`src/rtl/pwm_pkg.sv`:
```
// Shared constants and types for the PWM generator and the SPI register bank.
package pwm_pkg;

  // Register map shared with the SPI block
  localparam int unsigned REG_ADDR_W = 3;
  localparam logic [REG_ADDR_W-1:0] REG_EN_OUT_LO = 3'd0;
  localparam logic [REG_ADDR_W-1:0] REG_EN_OUT_HI = 3'd1;
  localparam logic [REG_ADDR_W-1:0] REG_EN_PWM_LO = 3'd2;
  localparam logic [REG_ADDR_W-1:0] REG_EN_PWM_HI = 3'd3;
  localparam logic [REG_ADDR_W-1:0] REG_DUTY      = 3'd4;
  localparam logic [REG_ADDR_W-1:0] MAX_REG_ADDR  = REG_DUTY;

  // Datapath sizing
  localparam int unsigned REG_W   = 8;
  localparam int unsigned DUTY_W  = 8;
  localparam int unsigned NUM_CH  = 16;
  localparam logic [DUTY_W-1:0] DUTY_FULL = 8'hFF;

  // Defaults: 10 MHz / (13 * 256) gives roughly a 3 kHz PWM period
  localparam int unsigned CLK_DIV_DEF = 13;
  localparam int unsigned CNT_W_DEF   = 8;

  // Control register image as seen by the generator
  typedef struct packed {
    logic [NUM_CH-1:0] en_out;
    logic [NUM_CH-1:0] en_pwm;
    logic [DUTY_W-1:0] duty;
  } pwm_cfg_t;

endpackage

```
`src/rtl/pwm_prescaler.sv`:
```
// Divides clk down to the PWM step rate; step_tick is high for one clk every CLK_DIV clks.
module pwm_prescaler
  import pwm_pkg::*;
#(
  parameter int unsigned CLK_DIV = CLK_DIV_DEF
) (
  input  logic clk,
  input  logic rst,
  output logic step_tick
);

  localparam int unsigned PRE_W = (CLK_DIV > 1) ? $clog2(CLK_DIV) : 1;
  localparam logic [PRE_W-1:0] PRE_MAX = PRE_W'(CLK_DIV - 1);

  logic [PRE_W-1:0] pre_cnt;

  // Tick decodes the terminal count so CLK_DIV=1 ticks every cycle
  assign step_tick = (pre_cnt == PRE_MAX);

  // Prescaler counts 0..CLK_DIV-1 and wraps on the tick
  always_ff @(posedge clk or posedge rst) begin
    if (rst) begin
      pre_cnt <= '0;
    end else if (step_tick) begin
      pre_cnt <= '0;
    end else begin
      pre_cnt <= pre_cnt + PRE_W'(1);
    end
  end

endmodule

```
`src/rtl/pwm_gen.sv`:
```
// 16-channel PWM generator driven by the SPI control registers.
// One shared step counter and duty compare; each channel is off, static high or PWM.
// Build option: define PWM_SYNC_UPDATE_EN to latch duty only at the period wrap,
// otherwise duty changes take effect on the next clk.
module pwm_gen
  import pwm_pkg::*;
#(
  parameter int unsigned CLK_DIV = CLK_DIV_DEF,
  parameter int unsigned CNT_W   = CNT_W_DEF
) (
  input  logic        clk,
  input  logic        rst,
  input  logic [7:0]  en_out_lo,
  input  logic [7:0]  en_out_hi,
  input  logic [7:0]  en_pwm_lo,
  input  logic [7:0]  en_pwm_hi,
  input  logic [7:0]  duty,
  output logic [15:0] pwm_out,
  output logic        period_start
);

  localparam logic [CNT_W-1:0] CNT_MAX = '1;

  pwm_cfg_t          cfg;
  logic              step_tick;
  logic [CNT_W-1:0]  step_cnt;
  logic              wrap;
  logic [DUTY_W-1:0] duty_act;
  logic              pwm_lvl;

  assign cfg = '{en_out: {en_out_hi, en_out_lo},
                 en_pwm: {en_pwm_hi, en_pwm_lo},
                 duty:   duty};

  pwm_prescaler #(
    .CLK_DIV (CLK_DIV)
  ) u_prescaler (
    .clk       (clk),
    .rst       (rst),
    .step_tick (step_tick)
  );

  // Period wraps on the step tick seen at the last step
  assign wrap = step_tick && (step_cnt == CNT_MAX);

  // Step counter advances once per prescaler tick, modulo 2**CNT_W
  always_ff @(posedge clk or posedge rst) begin
    if (rst) begin
      step_cnt <= '0;
    end else if (step_tick) begin
      step_cnt <= step_cnt + CNT_W'(1);
    end
  end

  // Pulse marks the first clk in which the counter sits at zero after a wrap
  always_ff @(posedge clk or posedge rst) begin
    if (rst) begin
      period_start <= 1'b0;
    end else begin
      period_start <= wrap;
    end
  end

`ifdef PWM_SYNC_UPDATE_EN
  // Shadow duty: sampled at the wrap so the new value governs the whole new period
  always_ff @(posedge clk or posedge rst) begin
    if (rst) begin
      duty_act <= '0;
    end else if (wrap) begin
      duty_act <= cfg.duty;
    end
  end
`else
  // Duty follows the register directly
  assign duty_act = cfg.duty;
`endif

  // Full-scale duty is forced high to avoid a one-step low glitch at step 255
  assign pwm_lvl = (duty_act == DUTY_FULL) ? 1'b1 : (step_cnt < CNT_W'(duty_act));

  // Per-channel mux: disabled -> 0, PWM mode -> shared level, otherwise static high
  always_ff @(posedge clk or posedge rst) begin
    if (rst) begin
      pwm_out <= '0;
    end else begin
      pwm_out <= cfg.en_out & (~cfg.en_pwm | {NUM_CH{pwm_lvl}});
    end
  end

endmodule

```
`config.mk`:
```
export PLATFORM = sky130hd
export DESIGN_NAME = pwm_gen
export DESIGN_NICKNAME = d
export VERILOG_FILES = /design/src/rtl/pwm_pkg.sv /design/src/rtl/pwm_prescaler.sv /design/src/rtl/pwm_gen.sv
export SDC_FILE = /design/constraint.sdc
export NUM_CORES = 1
export LEC_CHECK = 0
export ABC_AREA = 1
export CAP_MARGIN = 10
export CELL_PAD_IN_SITES_DETAIL_PLACEMENT = 0
export CELL_PAD_IN_SITES_GLOBAL_PLACEMENT = 2
export CORE_MARGIN = 10
export CORE_UTILIZATION = 35
export CTS_CLUSTER_SIZE = 25
export DETAILED_ROUTE_END_ITERATION = 6
export DONT_BUFFER_PORTS = 1
export PLACE_DENSITY_LB_ADDON = 0.1
export RECOVER_POWER = 25
export SYNTH_ARGS = -nofsm -noshare
export SYNTH_HDL_FRONTEND = slang
export SYNTH_SLANG_ARGS = --single-unit
```
`constraint.sdc`:
```
create_clock -name clk -period 1.7 [get_ports clk]
set_input_delay 0.255 -clock clk [delete_from_list [all_inputs] [get_ports clk]]
set_output_delay 0.255 -clock clk [all_outputs]
set_load 0.02 [all_outputs]
```
==> summary.txt, run 1 <==
Global route
  – Total grt overflow: 0
  – Largest net degree at the start of global routing: 30
  – First-pass GRT wire length: roughly 5.3 mm
  – Vias in the first global route: 1100
  – GRT Total Usage: 0.0915
  – Initial antenna violation count: 0

Clock tree
  – H-tree depth: 2
  – CTS tree: done
  – Clk sinks: 29
  – Clk_lat worst skew: 280 ps
  – CTS Buffer Depth: 2
  – Clock transition at path regs: 60 ps
  – CTS Buf Count: 5
  – Clock root buffer: clkbuf_8

Placed design
  – Placed Instance Area: 1520 um2
  – Buffers on Ports: 0
  – GP Congestion: 0.663
  – Final HPWL DP: approximately 2.4 mm

Timing
  – Max-slew violation count: 0
  – Max transition margin: 0.505
  – Setup violations, final: 0
  – Worst hold margin: ~75 ps
  – Final Critical Period: 1640 ps
  – Clock skew: about 7.9 ps
  – Final hold viol count: 0
  – Worst slew pin tran: 742 ps
  – Fin crit share: 0.963
  – RSZ-0062 raised after global routing: true
  – Setup TNS: 0 ps
  – Max Freq: 0.611 GHz

Logic synthesis
  – Yosys top cell area share: 0.498
  – Avg Synthesized Cell Area: 9.40 um2
  – Synthesized area: 1460 um2
  – Mapped Nets: 207
  – Flop and latch count out of synthesis: 29
  – Post-Synthesis Cells: 155
  – Syn. warnings: 0
  – Seq/Total Area, Yosys: 0.498
  – Area leader, netlist: dfrtp_1
  – Ranking of synthesized cells by area: dfrtp_1 50%, inv_1 8.8%, ha_1 8.6%
  – Synth cell types: 21

Drt
  – Initial DRC Count: 36
  – Final wirelength: around 3.3 mm
  – DR vias: 1002
  – Final ANT Viol Nets: 0
  – Drt via density: about 4.6
  – # DRC: 0
  – Avg WL per Cell: 15.4 um
  – Drt first pass iters: 2

Critical path
  – R2r endpoint: pwm_out[12]
  – Worst Path Buf+Inv: 1
  – Max incr delay on CP: 430 ps
  – R2r worst-path depth: 8
  – Setup crit end kind: flop
  – WP data required: 1920 ps
  – Worst path top cell family by delay: simple AND/OR/NAND/NOR gates
  – Flop-to-flop setup slack: between 60 and 70 ps
  – R2r startpoint: step_cnt[5]
  – CP cell instances: ha_4 -> a21oi_2 -> nor2_2 -> nor3_4 -> nand2_4 -> nand3_2 -> nand2_1 -> inv_1
  – Crit-path max FO: 8
  – Arrival time at the worst endpoint: 1860 ps
  – Crit path launch type: flop
  – CP Class: flop to flop
  – Critical path's slowest cell: dfrtp_1

Floorplanning
  – Row cnt: 23
  – Starting Density: 0.362
  – Die Span Y: 84.5 um
  – Die area: around 7100 um2
  – DIE WIDTH: about 85 um
  – Top-Level Pins: approximately 60
  – Core area: 4030 um2

Pwr
  – Maximum VDD drop: roughly 470 uV
  – Leakage power: 0.874 nW
  – Power, Total: 1.34 mW
  – Cell Pwr Density: 789 nW/um2

Hold path
  – Hold Path Class: input port to flop
  – Hold path start: en_out_hi[1]
  – Min-Delay Path Depth: 2
  – Hold endpoint: pwm_out[9]

Layout
  – # nets final: between 200 and 250
  – Share of post-route cells with drive strength above 1: 0.235
  – Layout Area Growth over Synthesis: 16.8%
  – Design area: 1700 um2
  – Post-layout util: 0.423
  – N_diodes: 0
  – Fill cell count: 395

Run status
  – Outcome: finished clean

Run
  – Max-cap check violation count: 0
## kinds of logic (layout without fill, tap and decap cells)
kind of cell | after synthesis | count (layout) | synth area share
simple gates | 66 | 67 | 0.249
buf+inv | 38 | 48 | 0.106
flops | 29 | 29 | 0.498
fa+ha+maj | 10 | 10 | 0.0858
xor+xnor | 8 | 8 | 0.0481
compound gates | 4 | 4 | 0.0137
## area by class of cell
type                    count  area (um2)  share of cell area
clock buffers               6        72.6              0.0426
clock inverters             2        10.0             0.00588
inverters                  36         135              0.0794
multi-input cells          89         667               0.392
flip-flops and latches     29         726               0.426
well taps                  50        62.6              0.0367
repair buffers              4        30.0              0.0176
## what timing repair did
action / 4_1_cts / 5_1_grt
setup endpoints to repair: 0 / 16
buffers inserted: 0 / 1
gates resized for setup: 0 / 15
hold buffers: 1 / 0
endpoints found under the hold margin: 29 / 0
## state kept, by name, summed over array words and instances, names as in the netlist
signal	count
step_cnt	8
pwm_out	16
period_start	1
u_prescaler.pre_cnt	4
## cells in the final DEF (no fill, tap or decap), types with 2 or more instances in the layout
cell type	instances
a21oi_1	2
buf_4	2
clkbuf_8	5
clkinv_2	2
dfrtp_1	29
ha_1	8
ha_4	2
inv_1	34
inv_2	2
nand2_1	31
nand2_2	3
nand2_4	2
nand3_1	9
nand3_2	10
nor2_1	2
nor2_4	2
nor3_2	2
xnor2_1	2
xor2_1	6
## routing by layer
layer  vias to the layer above  GRT usage  share of wire  wire (um)
met5                         -          0              0          0
met4                         0     0.0359          0.016         52
met3                         6     0.0589           0.10        336
met2                        40      0.143           0.48       1600
met1                       463     0.0960           0.40       1340
li1                        493          -              -          -
## worst max path at each step
stage,from,to,slack [ps],cells after the start
3_5_place_dp,step_cnt[5],pwm_out[13],60,8
2_1_floorplan,step_cnt[5],pwm_out[10],270,9
3_3_place_gp,step_cnt[5],pwm_out[12],50,8
4_1_cts,step_cnt[5],pwm_out[13],40,8
6_report,step_cnt[5],pwm_out[12],60,8
5_1_grt,step_cnt[5],pwm_out[5],-30,8
## per-stage QoR
stage	std cells	setup slack [ps]
detailed placement	205	61.0
global route	216	-34.2
finish	216	62.5
CTS	214	38.9
global placement	205	46.6
floorplan	155	272
## cell usage after synthesis (all sizes together)
master  count
xnor2       2
buf         2
nand3      20
ha         10
nor3b       1
dfrtp      29
o21ai       1
nand4       1
nand2      35
a21oi       3
nor2        5
nor3        4
inv        36
xor2        6
## report_power, final
group | switching (mW) | internal (mW) | total [mW]
sequential | 0.0359 | 0.710 | 0.746
clock | 0.254 | 0.283 | 0.537
combinational | 0.0387 | 0.0209 | 0.0596
(Power assumes the default switching activity.)
==> run 2: changes to the inputs <==
Settings changed: CTS_BUF_LIST set to sky130_fd_sc_hd__clkbuf_16.
==> summary.txt, run 2 (synthesis results as in run 1) <==
Run status
  – Outcome: finished clean (unchanged)

Layout
  – Layout Area Growth over Synthesis: 20.5% (was 16.8%)
  – Largest register FFs: 16 (unchanged)
  – N_diodes: 0 (unchanged)
  – Design area: 1760 um2 (was 1700 um2)
  – Register with the most flip-flops: pwm_out (unchanged)
  – # nets final: 217 (unchanged)
  – Most frequent cells in the layout: 35 x inv_1, 32 x nand2_1, 29 x dfrtp_1 (was 34 x inv_1, 31 x nand2_1, 29 x dfrtp_1)
  – Biggest regs: pwm_out: 16 flops, step_cnt: 8 flops, u_prescaler.pre_cnt: 4 flops (unchanged)
  – Share of post-route cells with drive strength above 1: 0.229 (was 0.235)
  – Most common library cell in the layout ignoring fill and taps: inv_1 (unchanged)

Drt
  – Final ANT Viol Nets: 0 (unchanged)
  – Final wirelength: 3.33 mm (was 3.34 mm)
  – # DRC: 0 (unchanged)
  – Initial DRC Count: 44 (was 36)
  – DR vias: 1014 (was 1002)
  – Avg WL per Cell: 15.4 um (about the same)
  – Drt via density: 4.69 (was 4.64)
  – Drt first pass iters: 3 (was 2)

Global route
  – GRT Total Usage: 0.0917 (was 0.0915)
  – Vias in the first global route: 1101 (was 1100)
  – Largest net degree at the start of global routing: 30 (unchanged)
  – Total grt overflow: 0 (unchanged)
  – First-pass GRT wire length: 5.32 mm (was 5.28 mm)
  – Initial antenna violation count: 0 (unchanged)

Floorplanning
  – Die Span Y: 84.5 um (unchanged)
  – Starting Density: 0.362 (unchanged)
  – DIE WIDTH: 84.5 um (unchanged)
  – Core area: 4030 um2 (unchanged)
  – Top-Level Pins: 59 (unchanged)
  – Row cnt: 23 (unchanged)
  – Die area: 7150 um2 (unchanged)

Timing
  – Setup violations, final: 0 (unchanged)
  – Worst slew pin tran: 735 ps (was 742 ps)
  – Final Critical Period: 1620 ps (was 1640 ps)
  – Worst hold margin: 87.8 ps (was 75.1 ps)
  – Max Freq: 0.617 GHz (was 0.611 GHz)
  – Final hold viol count: 0 (unchanged)
  – Max-slew violation count: 0 (unchanged)
  – Fin crit share: 0.953 (was 0.963)
  – Clock skew: 7.60 ps (was 7.94 ps)
  – Max transition margin: 0.510 (was 0.505)
  – RSZ-0062 raised after global routing: true (unchanged)

Pwr
  – Cell Pwr Density: 923 nW/um2 (was 789 nW/um2)
  – Leakage power: 0.904 nW (was 0.874 nW)
  – Maximum VDD drop: 543 uV (was 469 uV)

Critical path
  – R2r endpoint: pwm_out[12] (unchanged)
  – CP cell instances: ha_4 -> a21oi_2 -> nor2_2 -> nor3_4 -> nand2_4 -> nand3_2 -> nand2_1 -> inv_1 (unchanged)
  – R2r startpoint: step_cnt[5] (unchanged)
  – Crit-path max FO: 8 (unchanged)
  – Setup crit end kind: flop (unchanged)
  – WP data required: 1910 ps (was 1920 ps)
  – CP startpoint: step_cnt[5] (unchanged)
  – Max incr delay on CP: 430 ps (about the same)
  – Arrival time at the worst endpoint: 1830 ps (was 1860 ps)
  – Crit path to: pwm_out[12] (unchanged)
  – Crit path launch type: flop (unchanged)
  – R2r worst-path depth: 8 (unchanged)
  – CP Class: flop to flop (unchanged)
  – Critical path's slowest cell: dfrtp_1 (unchanged)
  – Flop-to-flop setup slack: 80 ps (was 60 ps)

Clock tree
  – Clk_lat worst skew: 270 ps (was 280 ps)
  – CTS Buf Count: 5 (unchanged)
  – Clock root buffer: clkbuf_16 (was clkbuf_8)
  – CTS tree: done (unchanged)
  – H-tree depth: 2 (unchanged)
  – Clock transition at path regs: 50 ps (was 60 ps)
  – Clk sinks: 29 (unchanged)
  – CTS Buffer Depth: 2 (unchanged)

Run
  – Max-cap check violation count: 0 (unchanged)

Placed design
  – Buffers on Ports: 0 (unchanged)
  – Placed Instance Area: 1520 um2 (unchanged)
  – Final HPWL DP: 2.44 mm (unchanged)
  – GP Congestion: 0.663 (unchanged)

Hold path
  – Hold path start: en_out_lo[6] (was en_out_hi[1])
  – Hold Path Class: input port to flop (unchanged)
run 2: how the worst min path moves through the flow:
stage	to	slack, ps	cells past startpoint
6_report	pwm_out[6]	90	2
3_3_place_gp	pwm_out[7]	240	2
3_5_place_dp	pwm_out[9]	250	2
5_1_grt	pwm_out[14]	80	2
2_1_floorplan	period_start	330	1
4_1_cts	pwm_out[6]	80	2
run 2: layer usage:
metal	routed length, um	up-vias	GRT usage
li1	-	494	-
met1	1360	475	0.0988
met2	1590	41	0.143
met3	345	4	0.0589
met4	36	0	0.0314
met5	0	-	0
run 2: what timing repair did:
item                                    4_1_cts  5_1_grt
hold buffers                                  1        0
hold endpoints to repair                     29        0
setup buffers                                 0        1
gates resized for setup                       0       14
endpoints found under the setup margin        0       16
run 2: worst max-delay path, delay by kind of cell, from the launching register on:
kind                     cells  cell delay (ps)
AND/OR/NAND/NOR              5              700
buffers and inverters        1               60
adder cells (fa/ha/maj)      1              240
AO/OA/AOI/OAI                1              140
flip-flops                   1              430
run 2: stage by stage:
stage | total power [mW] | setup WS (ps) | instances | util | TNS, ps
global route | 1.70 | -31.5 | 216 | 0.436 | -195
detailed placement | 0.816 | 61.0 | 205 | 0.376 | 0
CTS | 1.64 | 38.1 | 214 | 0.413 | 0
finish | 1.62 | 79.9 | 216 | 0.436 | 0
global placement | 0.814 | 46.6 | 205 | 0.376 | 0
floorplan | 0.798 | 272 | 155 | - | 0
run 2: final cells by class:
class / count / area (um2)
fillers: 393 / 2270
flip-flops and latches: 29 / 726
multi-input cells: 89 / 664
inverters: 36 / 135
clock buffers: 5 / 125
well taps: 50 / 62.6
repair buffers: 4 / 30.0
clock inverters: 3 / 13.8
run 2: report_power, final:
part	leakage, nW	internal (mW)	switching (mW)	total [mW]
combinational	0.481	0.0205	0.0385	0.0590
sequential	0.348	0.712	0.0358	0.747
clock	0.0748	0.529	0.286	0.815
==> run 3: changes to the inputs <==
Settings changed: SYNTH_HIERARCHICAL set to 1.
==> summary.txt, run 3 <==
Drt
  – Final wirelength: 3.47 mm (was 3.33 mm)
  – # DRC: 0 (unchanged)
  – Drt via density: 4.53 (was 4.69)
  – DR vias: 1019 (was 1014)
  – Final ANT Viol Nets: 0 (unchanged)
  – Avg WL per Cell: 15.4 um (about the same)
  – Drt first pass iters: 4 (was 3)
  – Initial DRC Count: 29 (was 44)

Timing
  – Worst hold margin: 92.4 ps (was 87.8 ps)
  – Max Freq: 0.638 GHz (was 0.617 GHz)
  – Max-slew violation count: 0 (unchanged)
  – Setup violations, final: 0 (unchanged)
  – Fin crit share: 0.922 (was 0.953)
  – Final Critical Period: 1570 ps (was 1620 ps)
  – Worst slew pin tran: 566 ps (was 735 ps)
  – Final hold viol count: 0 (unchanged)
  – Max transition margin: 0.622 (was 0.510)
  – Clock skew: 3.79 ps (was 7.60 ps)

Logic synthesis
  – Mapped Nets: 212 (was 207)
  – Syn. warnings: 6 (was 0)
  – Post-synth EDFFs: 0 (unchanged)
  – Adder-cell share of the synthesized area: 0.0838 (was 0.0858)
  – Ys async rst share: 1.00 (unchanged)
  – Yosys top cell area share: 0.486 (was 0.498)
  – Ys flop type: dfrtp_1 (unchanged)
  – Count leader, synth: inv_1 (unchanged)
  – Simple-gate share of the synthesized area: 0.253 (was 0.249)
  – Synth cell types: 18 (was 21)
  – Synth Area in Compound Gates: 0.00670 (was 0.0137)
  – Xor and xnor area share after synthesis: 0.0469 (was 0.0481)
  – Seq/Total Area, Yosys: 0.486 (was 0.498)
  – Post-synthesis mux area share: 0.00754 (was 0)
  – Area leader, netlist: dfrtp_1 (unchanged)
  – Post-Synthesis Cells: 160 (was 155)
  – Avg Synthesized Cell Area: 9.34 um2 (was 9.40 um2)
  – Synthesized area: 1490 um2 (was 1460 um2)
  – Main combinational cell family by area after synthesis: simple AND/OR/NAND/NOR gates (unchanged)
  – Ranking of synthesized cells by area: dfrtp_1 49%, inv_1 9.5%, nand2_1 8.8% (was dfrtp_1 50%, inv_1 8.8%, ha_1 8.6%)
  – Flop and latch count out of synthesis: 29 (unchanged)
  – Synth cell count leaders: 38 x inv_1, 35 x nand2_1, 29 x dfrtp_1 (was 34 x inv_1, 33 x nand2_1, 29 x dfrtp_1)

Layout
  – Largest register FFs: 16 (unchanged)
  – Register with the most flip-flops: pwm_out (unchanged)
  – N_diodes: 0 (unchanged)
  – Share of post-route cells with drive strength above 1: 0.223 (was 0.229)
  – Most frequent cells in the layout: 39 x inv_1, 34 x nand2_1, 28 x dfrtp_1 (was 35 x inv_1, 32 x nand2_1, 29 x dfrtp_1)
  – Most common library cell in the layout ignoring fill and taps: inv_1 (unchanged)
  – Design area: 1780 um2 (was 1760 um2)
  – # nets final: 226 (was 217)
  – Layout Area Growth over Synthesis: 19.2% (was 20.5%)
  – Biggest regs: pwm_out: 16 flops, step_cnt: 8 flops, u_prescaler/pre_cnt: 4 flops (was pwm_out: 16 flops, step_cnt: 8 flops, u_prescaler.pre_cnt: 4 flops)
  – Fin cells: 225 (was 216)

Critical path
  – CP Class: flop to flop (unchanged)
  – Arrival time at the worst endpoint: 1770 ps (was 1830 ps)
  – Setup crit end kind: flop (unchanged)
  – WP data required: 1900 ps (was 1910 ps)
  – Crit path launch type: flop (unchanged)
  – Crit-path max FO: 8 (unchanged)

Clock tree
  – CTS Buf Count: 5 (unchanged)
  – Clock transition at path regs: 50 ps (about the same)
  – Clk sinks: 29 (unchanged)
  – Clk_lat worst skew: 270 ps (about the same)
  – CTS Buffer Depth: 2 (unchanged)
  – CTS tree: done (unchanged)
  – Clock root buffer: clkbuf_16 (unchanged)
  – H-tree depth: 2 (unchanged)

Pwr
  – Cell Pwr Density: 892 nW/um2 (was 923 nW/um2)
  – Maximum VDD drop: 522 uV (was 543 uV)
  – Leakage power: 0.965 nW (was 0.904 nW)
  – Power, Total: 1.59 mW (was 1.62 mW)

Floorplanning
  – Die Span Y: 85.3 um (was 84.5 um)
  – Row cnt: 23 (unchanged)
  – Starting Density: 0.368 (was 0.362)
  – DIE WIDTH: 85.3 um (was 84.5 um)
  – Top-Level Pins: 59 (unchanged)
  – Die area: 7280 um2 (was 7150 um2)
  – Core area: 4060 um2 (was 4030 um2)

Global route
  – GRT Total Usage: 0.0942 (was 0.0917)
  – Total grt overflow: 0 (unchanged)
  – Vias in the first global route: 1148 (was 1101)
  – First-pass GRT wire length: 5.41 mm (was 5.32 mm)
  – Initial antenna violation count: 0 (unchanged)
  – Largest net degree at the start of global routing: 17 (was 30)

Run
  – Max-cap check violation count: 0 (unchanged)

Placed design
  – Buffers on Ports: 0 (unchanged)
  – Final HPWL DP: 2.68 mm (was 2.44 mm)
  – Placed Cells: 211 (was 205)
  – GP Congestion: 0.756 (was 0.663)
  – Placed Instance Area: 1550 um2 (was 1520 um2)

Run status
  – Outcome: finished clean (unchanged)

Hold path
  – Hold Path Class: input port to flop (unchanged)
[run 3: cell types whose count changed after synthesis, sizes merged, moves of 2 or more]
cell   previous run  this run
nand4             1         3
nor3              4         2
nor2              5         9
inv              36        38
nand2            35        37
[run 3: worst paths after layout]
| check | start | end | slack (ps) | cells past startpoint |
|---|---|---|---|---|
| min in group asynchronous | rst | u_prescaler/pre_cnt[0] | 350 | 2 |
| setup / recovery | step_cnt[5] | pwm_out[11] | 130 | 9 |
| hold / removal | en_out_hi[5] | pwm_out[13] | 90 | 2 |
| max in group asynchronous | rst | pwm_out[14] | 610 | 3 |
| hold reg to reg | step_cnt[7] | step_cnt[7] | 510 | 1 |
| setup reg to reg | step_cnt[5] | pwm_out[11] | 130 | 9 |
[run 3: logic make-up after synthesis]
kind of cell,Yosys count
AND/OR/NAND/NOR,70
buffers and inverters,40
flip-flops,29
adder cells (fa/ha/maj),10
XOR/XNOR,8
AO/OA/AOI/OAI,2
multiplexers,1
[run 3: cell type report]
cell class,count,area [um2]
Clock inverter,3,11.3
Clock buffer,5,125
Inverter,38,143
Sequential cell,29,727
Tap cell,50,62.6
Timing Repair Buffer,8,66.3
Fill cell,395,2280
Multi-Input combinational cell,92,646
[run 3: what timing repair did]
action,in CTS,in global routing
endpoints found under the setup margin,0,9
hold buffers,1,0
gates resized for setup,0,12
setup buffers,0,4
endpoints found under the hold margin,18,0
[run 3: routing by layer]
metal	part of all wire	GRT usage
met1	0.40	0.0966
met4	0.0098	0.0374
met5	0	0
met3	0.071	0.0507
met2	0.52	0.157
[run 3: power by group]
part | total [mW] | internal, mW | switching, mW
combinational | 0.0580 | 0.0202 | 0.0378
sequential | 0.748 | 0.712 | 0.0360
clock | 0.781 | 0.522 | 0.260
total | 1.59 | 1.25 | 0.333
[run 3: worst max-delay path, stage by stage (launching register included)]
cell and delay (ps):
dfrtp_1 430, ha_4 250, a21oi_2 140, nor2_2 60, nor3_4 180, buf_4 150
nand2_4 100, nand3_2 80, nand2_1 60, inv_1 50
[run 3: through the flow]
stage               utilization  TNS [ps]  setup slack [ps]
floorplan                     -         0               197
global placement          0.381         0              91.4
detailed placement        0.381         0              63.9
CTS                       0.418         0              34.3
global route              0.439     -24.5             -24.5
finish                    0.439         0               132
